==> config.mk <==
export PLATFORM = sky130hd
export DESIGN_NAME = lockable_bank_arbiter
export DESIGN_NICKNAME = d
export VERILOG_FILES = /design/src/rtl/lockable_bank_arbiter.sv
export SDC_FILE = /design/constraint.sdc
export NUM_CORES = 1
export LEC_CHECK = 0
export CELL_PAD_IN_SITES_DETAIL_PLACEMENT = 0
export CELL_PAD_IN_SITES_GLOBAL_PLACEMENT = 1
export CORE_MARGIN = 4
export CORE_UTILIZATION = 43
export CTS_BUF_LIST = sky130_fd_sc_hd__clkbuf_8
export CTS_CLUSTER_DIAMETER = 80
export DETAILED_ROUTE_END_ITERATION = 12
export PLACE_DENSITY = 0.95
export SLEW_MARGIN = 10
export SYNTH_ARGS = -nofsm -noshare
export SYNTH_HDL_FRONTEND = slang
export SYNTH_SLANG_ARGS = --single-unit
==> constraint.sdc <==
create_clock -name clk -period 5.5 [get_ports clk]
set_clock_uncertainty 0.05 [all_clocks]
set_input_delay 1.375 -clock clk [delete_from_list [all_inputs] [get_ports clk]]
set_output_delay 1.375 -clock clk [all_outputs]
set_load 0.05 [all_outputs]
==> src/rtl/lockable_bank_arbiter.sv <==
// lockable_bank_arbiter: round-robin shared access to a bank of sticky-lock config registers
module lockable_bank_arbiter #(
  parameter int NUM_REQ  = 2,
  parameter int NUM_REGS = 4,
  parameter int DW       = 8,
  parameter int AW       = $clog2(NUM_REGS)
) (
  input  logic                   clk,
  input  logic                   rst_n,
  input  logic [NUM_REQ-1:0]     req,
  input  logic [2*NUM_REQ-1:0]   req_op,
  input  logic [AW*NUM_REQ-1:0]  req_addr,
  input  logic [DW*NUM_REQ-1:0]  req_wdata,
  input  logic                   lock_all,
  output logic [NUM_REQ-1:0]     gnt,
  output logic [NUM_REQ-1:0]     ack,
  output logic                   resp_err,
  output logic [DW-1:0]          resp_rdata,
  output logic [DW*NUM_REGS-1:0] reg_q,
  output logic [NUM_REGS-1:0]    lock_q
);
  localparam int RW = $clog2(NUM_REQ);
  typedef enum logic [1:0] {IDLE, EXEC, RESP} state_t;
  state_t state, state_d;
  logic phase, grant, apply, wr_blk, wr_ok;
  logic [RW-1:0] rr_ptr, win, start, nxt_ptr, off, pick;
  logic [RW:0] sum;
  logic [NUM_REQ-1:0] dbl;
  logic [1:0] op;
  logic [AW-1:0] addr;
  logic [DW-1:0] wdata;
  logic [1:0] op_a [NUM_REQ];
  logic [AW-1:0] addr_a [NUM_REQ];
  logic [DW-1:0] wd_a [NUM_REQ];
  logic [DW-1:0] regs [NUM_REGS];
  for (genvar g = 0; g < NUM_REQ; g++) begin : g_req
    assign op_a[g]   = req_op[2*g +: 2];
    assign addr_a[g] = req_addr[AW*g +: AW];
    assign wd_a[g]   = req_wdata[DW*g +: DW];
  end
  for (genvar g = 0; g < NUM_REGS; g++) begin : g_reg
    assign reg_q[DW*g +: DW] = regs[g];
  end
  // Rotate requests so the search starts at the pointer; in RESP the pointer update is still pending.
  always_comb begin
    nxt_ptr = (win == RW'(NUM_REQ-1)) ? '0 : win + 1'b1;
    start = (state == RESP) ? nxt_ptr : rr_ptr;
    dbl = NUM_REQ'({req, req} >> start);
    off = '0;
    for (int j = NUM_REQ-1; j >= 0; j--) if (dbl[j]) off = RW'(j);
    sum = {1'b0, start} + {1'b0, off};
    pick = (sum >= (RW+1)'(NUM_REQ)) ? RW'(sum - (RW+1)'(NUM_REQ)) : sum[RW-1:0];
    grant = (state != EXEC) && |req;
    apply = (state == EXEC) && phase;
    wr_blk = lock_q[addr] | lock_all;
    wr_ok = op[0] & ~wr_blk;
    state_d = grant ? EXEC : (state == RESP) ? IDLE : apply ? RESP : state;
  end
  always_ff @(posedge clk or negedge rst_n) begin
    if (!rst_n) begin
      state <= IDLE;
      phase <= 1'b0;
      rr_ptr <= '0;
      win <= '0;
      op <= '0;
      addr <= '0;
      wdata <= '0;
      gnt <= '0;
      ack <= '0;
      resp_err <= 1'b0;
      resp_rdata <= '0;
      lock_q <= '0;
      for (int i = 0; i < NUM_REGS; i++) regs[i] <= '0;
    end else begin
      state <= state_d;
      phase <= (state == EXEC) & ~phase;
      if (grant) begin
        win <= pick;
        op <= op_a[pick];
        addr <= addr_a[pick];
        wdata <= wd_a[pick];
      end
      gnt <= grant ? NUM_REQ'(1) << pick : (state == RESP) ? '0 : gnt;
      if (state == RESP) rr_ptr <= nxt_ptr;
      ack <= apply ? NUM_REQ'(1) << win : '0;
      resp_err <= apply & op[0] & wr_blk;
      resp_rdata <= apply ? regs[addr] : '0;
      if (apply & wr_ok) regs[addr] <= wdata;
      lock_q <= lock_all ? '1 : (apply & op[1]) ? lock_q | (NUM_REGS'(1) << addr) : lock_q;
    end
  end
endmodule

Word-level counts from Yosys, hierarchy flattened
Index checks and enable logic that the tools add are counted.
{"block": "totals", "in_bits": 29, "reg_bits": 66, "word_cells": 81, "out_inout_bits": 49}
{"block": "classes", "n_reduce_logical": 7, "mux": 31, "n_lt_le_gt_ge": 5, "add_sub_neg": 3, "n_bitwise": 12, "eq_ne": 3, "shifts": 4}
{"operator": "2-to-1 mux 8 bit", "n": 7}
{"operator": "bitwise mux 32 bit", "n": 1}
{"operator": "2-to-1 mux 2 bit", "n": 12}
{"operator": "binary-select mux 8 bit (select 2 bit)", "n": 1}
{"operator": "demux 8 bit (select 2 bit)", "n": 1}
{"operator": "2-to-1 mux 4 bit", "n": 2}
{"operator": "bitwise AND 1 bit", "n": 6}
{"operator": "2-to-1 mux 1 bit", "n": 6}
{"operator": ">= comparator 2 bit (second input constant)", "n": 2}
{"operator": "OR 4 bit", "n": 1}
{"operator": "nonzero test 2 bit", "n": 2}
{"operator": "<< shifter 1 x 1 -> 2 bit (first input constant)", "n": 2}
{"operator": "<< shifter 1 x 2 -> 4 bit (first input constant)", "n": 1}
{"operator": "right shift 4 x 1 -> 2 bit", "n": 1}
{"operator": ">= comparator 3 bit (second input constant)", "n": 1}
{"operator": "logical AND 1 bit", "n": 3}
{"operator": "less-than comparator 2 x 3 -> 1 bit (second input constant)", "n": 1}
{"operator": "less-than comparator 3 x 1 -> 1 bit (second input constant)", "n": 1}
{"operator": "inverter 2 -> 3 bit", "n": 1}
{"operator": "nonzero test 3 bit", "n": 1}
{"operator": "adder 1 x 1 -> 2 bit", "n": 1}
{"operator": "binary-select mux 1 bit (select 2 bit)", "n": 1}
{"operator": "equality test 2 x 1 -> 1 bit (second input constant)", "n": 1}
{"operator": "equality test 2 bit (second input constant)", "n": 1}
{"operator": "7 further kinds", "n": 8}

Longest topological paths before layout
{"block": "logic_depth", "word_depth": 13, "mapped_depth": 6, "depth_no_buf": 4}

Worst setup path before layout
Ideal clock, no wire load.
{"block": "synth_path", "path_kind": "input-to-reg", "startpoint": "input port lock_all", "endpoint": "register regs (netlist bit reg_q[10])", "cell_stages": 4, "setup_ps": 125, "path_slack_ps": 2837, "arrival_ps": 2488, "path_buffers": 1, "path_cell_list": "nand3b_1 > or4b_4 > buf_6 > mux2_4"}
{"block": "synth_via", "elab_chain_len": 4}
{"element": "start, declared", "line_no": "14", "source": "input logic lock_all,"}
{"element": "OR 1 bit", "line_no": "55", "source": "wr_blk = lock_q[addr] | lock_all;"}
{"element": "inverter 1 bit", "line_no": "56", "source": "wr_ok = op[0] & ~wr_blk;"}
{"element": "bitwise AND 1 bit", "line_no": "56"}
{"element": "bitwise AND 1 bit", "line_no": "88", "source": "if (apply & wr_ok) regs[addr] <= wdata;"}
{"element": "end signal, assigned by index", "line_no": "88"}
{"element": "end, declared", "line_no": "35", "source": "logic [DW-1:0] regs [NUM_REGS];"}
No other way between the ends.
A chain may end at the register's enable or synchronous reset.

Worst setup path in the final report
{"block": "layout_path", "startpoint": "input port lock_all", "endpoint": "register regs (netlist bit reg_q[24])"}
The elaborated chain is that of the path after synthesis.

==> reports/metrics.csv <==
metric,value,unit
max-clock-path-buffers,2,
slack_of_the_worst_reg_to_reg_path,3.07,ns
finalCritPeriodShare,54.8,%
tritoncts,built,
area_growth_synth_to_finish,36.7,%
worst_pin_slew,1.07,ns
ctsResizeCount,0,
die-area,8040,sq um
critPathMaxFanout,8,
cts_root_buffer,clkbuf_8,
postSynthAreaPerCell,14.4,sq um
first_global_vias,1870,
final_cell_count_no_fill,357,
fin_hold_ws,0.431,ns
maxCapViolCount,0,
worst_reg_to_reg_path_cell_count,4,
start_util,44.6,%
clock_tree.htree_level_count,3,
hold_path_end,ack[0]$_DFF_PN0_,
r2r_start,addr[1]$_DFFE_PN0P_,
worstSetupStartpointType,primary input,
cp-end-kind,register,
critPathKind,primary input to register,
routed_wire_length_per_instance,17.6,microns
synth.yosys.seq_area_share,57.6,%
hold_path_startpoint,win$_DFFE_PN0P_,
synth_cell_type_count,35,
globalRouteOverflowTotal,0,
rsz0062_at_grt,no,
largest_vdd_supply_drop,0.338,mV
tritoncts.num_buffers,9,
antenna_violating_nets_post_route,0,
layout_commonest_cell,clkdlybuf4s50_1,
crit_path_dat,3.19,ns
grt_start_max_net_pins,67,
path_cells,clkdlybuf4s50_1 > nand3b_1 > nor3_2 > mux2_2,
detail_route.drc_violations,0,
synth_instances,199,
clock_latency,0.35,ns
viasPerCell,5.51,
postCtsSetupRepairBufs,0,
timing.max_slew.rel_slack,28.2,%
port-buffer-count,77,
post-dp-hpwl,4.61,mm
layout_common_cells,"clkdlybuf4s50_1, dfrtp_1, and3_1",
synth-seq-cells,66,
leakagePower,1.84,nW
synth_top_area_share,57.6,%
path_clk_slew,0.08,ns
hold_fix_buffer_count_after_cts,0,
fmaxAchievable,332,MHz
die-height,89.6,microns
final_net_count,304,
r2r_end,reg_q[24]$_DFFE_PN0P_,
ys_warn_count,0,
netlist_area_before_placement,2870,sq um
finalSetupViolCount,0,
finalWorstPathRequiredPeriod,3.01,ns
timing_hold_violations_final,0,
timing.hold.worst_path_depth,1,
grt_first_pass_wirelength,9.79,mm
cp_data_required_time,5.68,ns
timing.critical_path.max_delay_family,simple AND/OR/NAND/NOR gates,
n_antenna_cell,0,
largest_area_contributor_in_the_netlist,dfrtp_1,
first_iter_violations,100,
cp.buffers_inverters,1,
pnr_worst_setup_slack,2.49,ns
final_layout_size_suffix_gt1_share,22.5,%
totalNegativeSetupSlack,0,ns
cts_sinks,66,
global_route.usage.total,16.9,%
fp.dieW,89.6,microns
detailedRoute.firstPassIterationCount,4,
place_worst_setup_slack,2.16,ns
design.core.area,6420,sq um
critPathMaxStageDelay,0.64,ns
placementRows,29,
final_core_utilization,61.0,%
yosys-top-cells-area,"dfrtp_1, mux2_4, mux2_2",
cp_slowest_cell,nor3_2,
cellPowerDensity,387,nW/um^2
drt_wl_total,6.30,mm
dp_cells,341,
globalplace.congestion,0.785,
antenna_violations_before_repair,0,
synthesis.nets,228,
min-delay-path-class,register to register,
timing.final.max_slew_violations,0,
status,"complete, no violations",
num_vias,1968,
boundaryPins,78,
## synth_stat cells
| cell | number |
|---|---|
| a21oi_1 | 3 |
| a221o_1 | 12 |
| a31o_2 | 1 |
| a32o_1 | 1 |
| and2b_1 | 1 |
| and3_1 | 20 |
| buf_2 | 2 |
| buf_4 | 1 |
| buf_6 | 2 |
| clkbuf_1 | 8 |
| dfrtp_1 | 66 |
| inv_1 | 2 |
| mux2_2 | 16 |
| mux2_4 | 16 |
| mux2i_1 | 2 |
| mux4_2 | 8 |
| nand2_1 | 6 |
| nand2b_1 | 2 |
| nand3_1 | 1 |
| nand3_2 | 1 |
| nand3b_1 | 2 |
| nor2_1 | 8 |
| nor3_2 | 1 |
| nor3b_1 | 1 |
| o211a_1 | 1 |
| o21ai_0 | 5 |
| o21ai_1 | 1 |
| o311a_1 | 1 |
| o31a_1 | 1 |
| o31a_2 | 1 |
| o31ai_1 | 1 |
| or2b_1 | 1 |
| or3_1 | 2 |
| or4_1 | 1 |
| or4b_4 | 1 |
## per-layer routing
metal / wire length, microns / GRT usage [%] / part of all wire (%) / vias up
met5: 0 / 0 / 0 / -
met4: 106 / 9.74 / 1.7 / 0
met3: 383 / 4.01 / 6.1 / 12
met2: 2900 / 24.4 / 46 / 64
met1: 2910 / 23.2 / 46 / 986
li1: - / - / - / 906
## logic make-up (layout without fill, tap and decap cells)
group,after synthesis,in the layout,synth area share (%)
compound gates,28,28,8.03
simple gates,48,48,10.0
flops,66,66,57.6
buf+inv,15,96,2.71
mux,42,42,21.6
## state kept, by name, summed over array words and instances, names as in the netlist
| name | flops |
|---|---|
| ack | 2 |
| resp_rdata | 8 |
| win | 1 |
| resp_err | 1 |
| addr | 2 |
| reg_q | 32 |
| phase | 1 |
| rr_ptr | 1 |
| wdata | 8 |
| op | 2 |
| lock_q | 4 |
| gnt | 2 |
| state | 2 |
## power breakdown
| group | switching [mW] | internal, mW |
|---|---|---|
| clock network | 0.191 | 0.314 |
| logic | 0.166 | 0.157 |
| registers | 0.132 | 0.556 |
| total | 0.488 | 1.03 |
## per-stage QoR
step / total power, mW / cell area (sq um)
CTS: 1.53 / 3920
detailed placement: 1.02 / 3670
floorplan: 0.905 / 2870
finish: 1.52 / 3920
global route: 1.59 / 3920
global placement: 1.01 / 3670
## cell type report
cell class                      instances  area [sq um]
Tap cell                               77          96.3
Timing Repair Buffer                   78           773
Inverter                                2          7.51
Multi-Input combinational cell        118          1140
Fill cell                             491          2500
Clock buffer                           10           138
Sequential cell                        66          1650
Clock inverter                          6           114
## worst max path at each step
stage,slack [ns],endpoint,start,cells past startpoint
6_report,2.49,reg_q[24]$_DFFE_PN0P_,lock_all,4
3_5_place_dp,2.16,reg_q[24]$_DFFE_PN0P_,lock_all,4
3_3_place_gp,2.19,reg_q[26]$_DFFE_PN0P_,lock_all,4
4_1_cts,2.47,reg_q[12],reg_q[12]$_DFFE_PN0P_,1
5_1_grt,2.43,wdata[7]$_DFFE_PN0P_,req[1],5
2_1_floorplan,2.84,reg_q[10]$_DFFE_PN0P_,lock_all,4
Power figures use the tool's default switching activity.
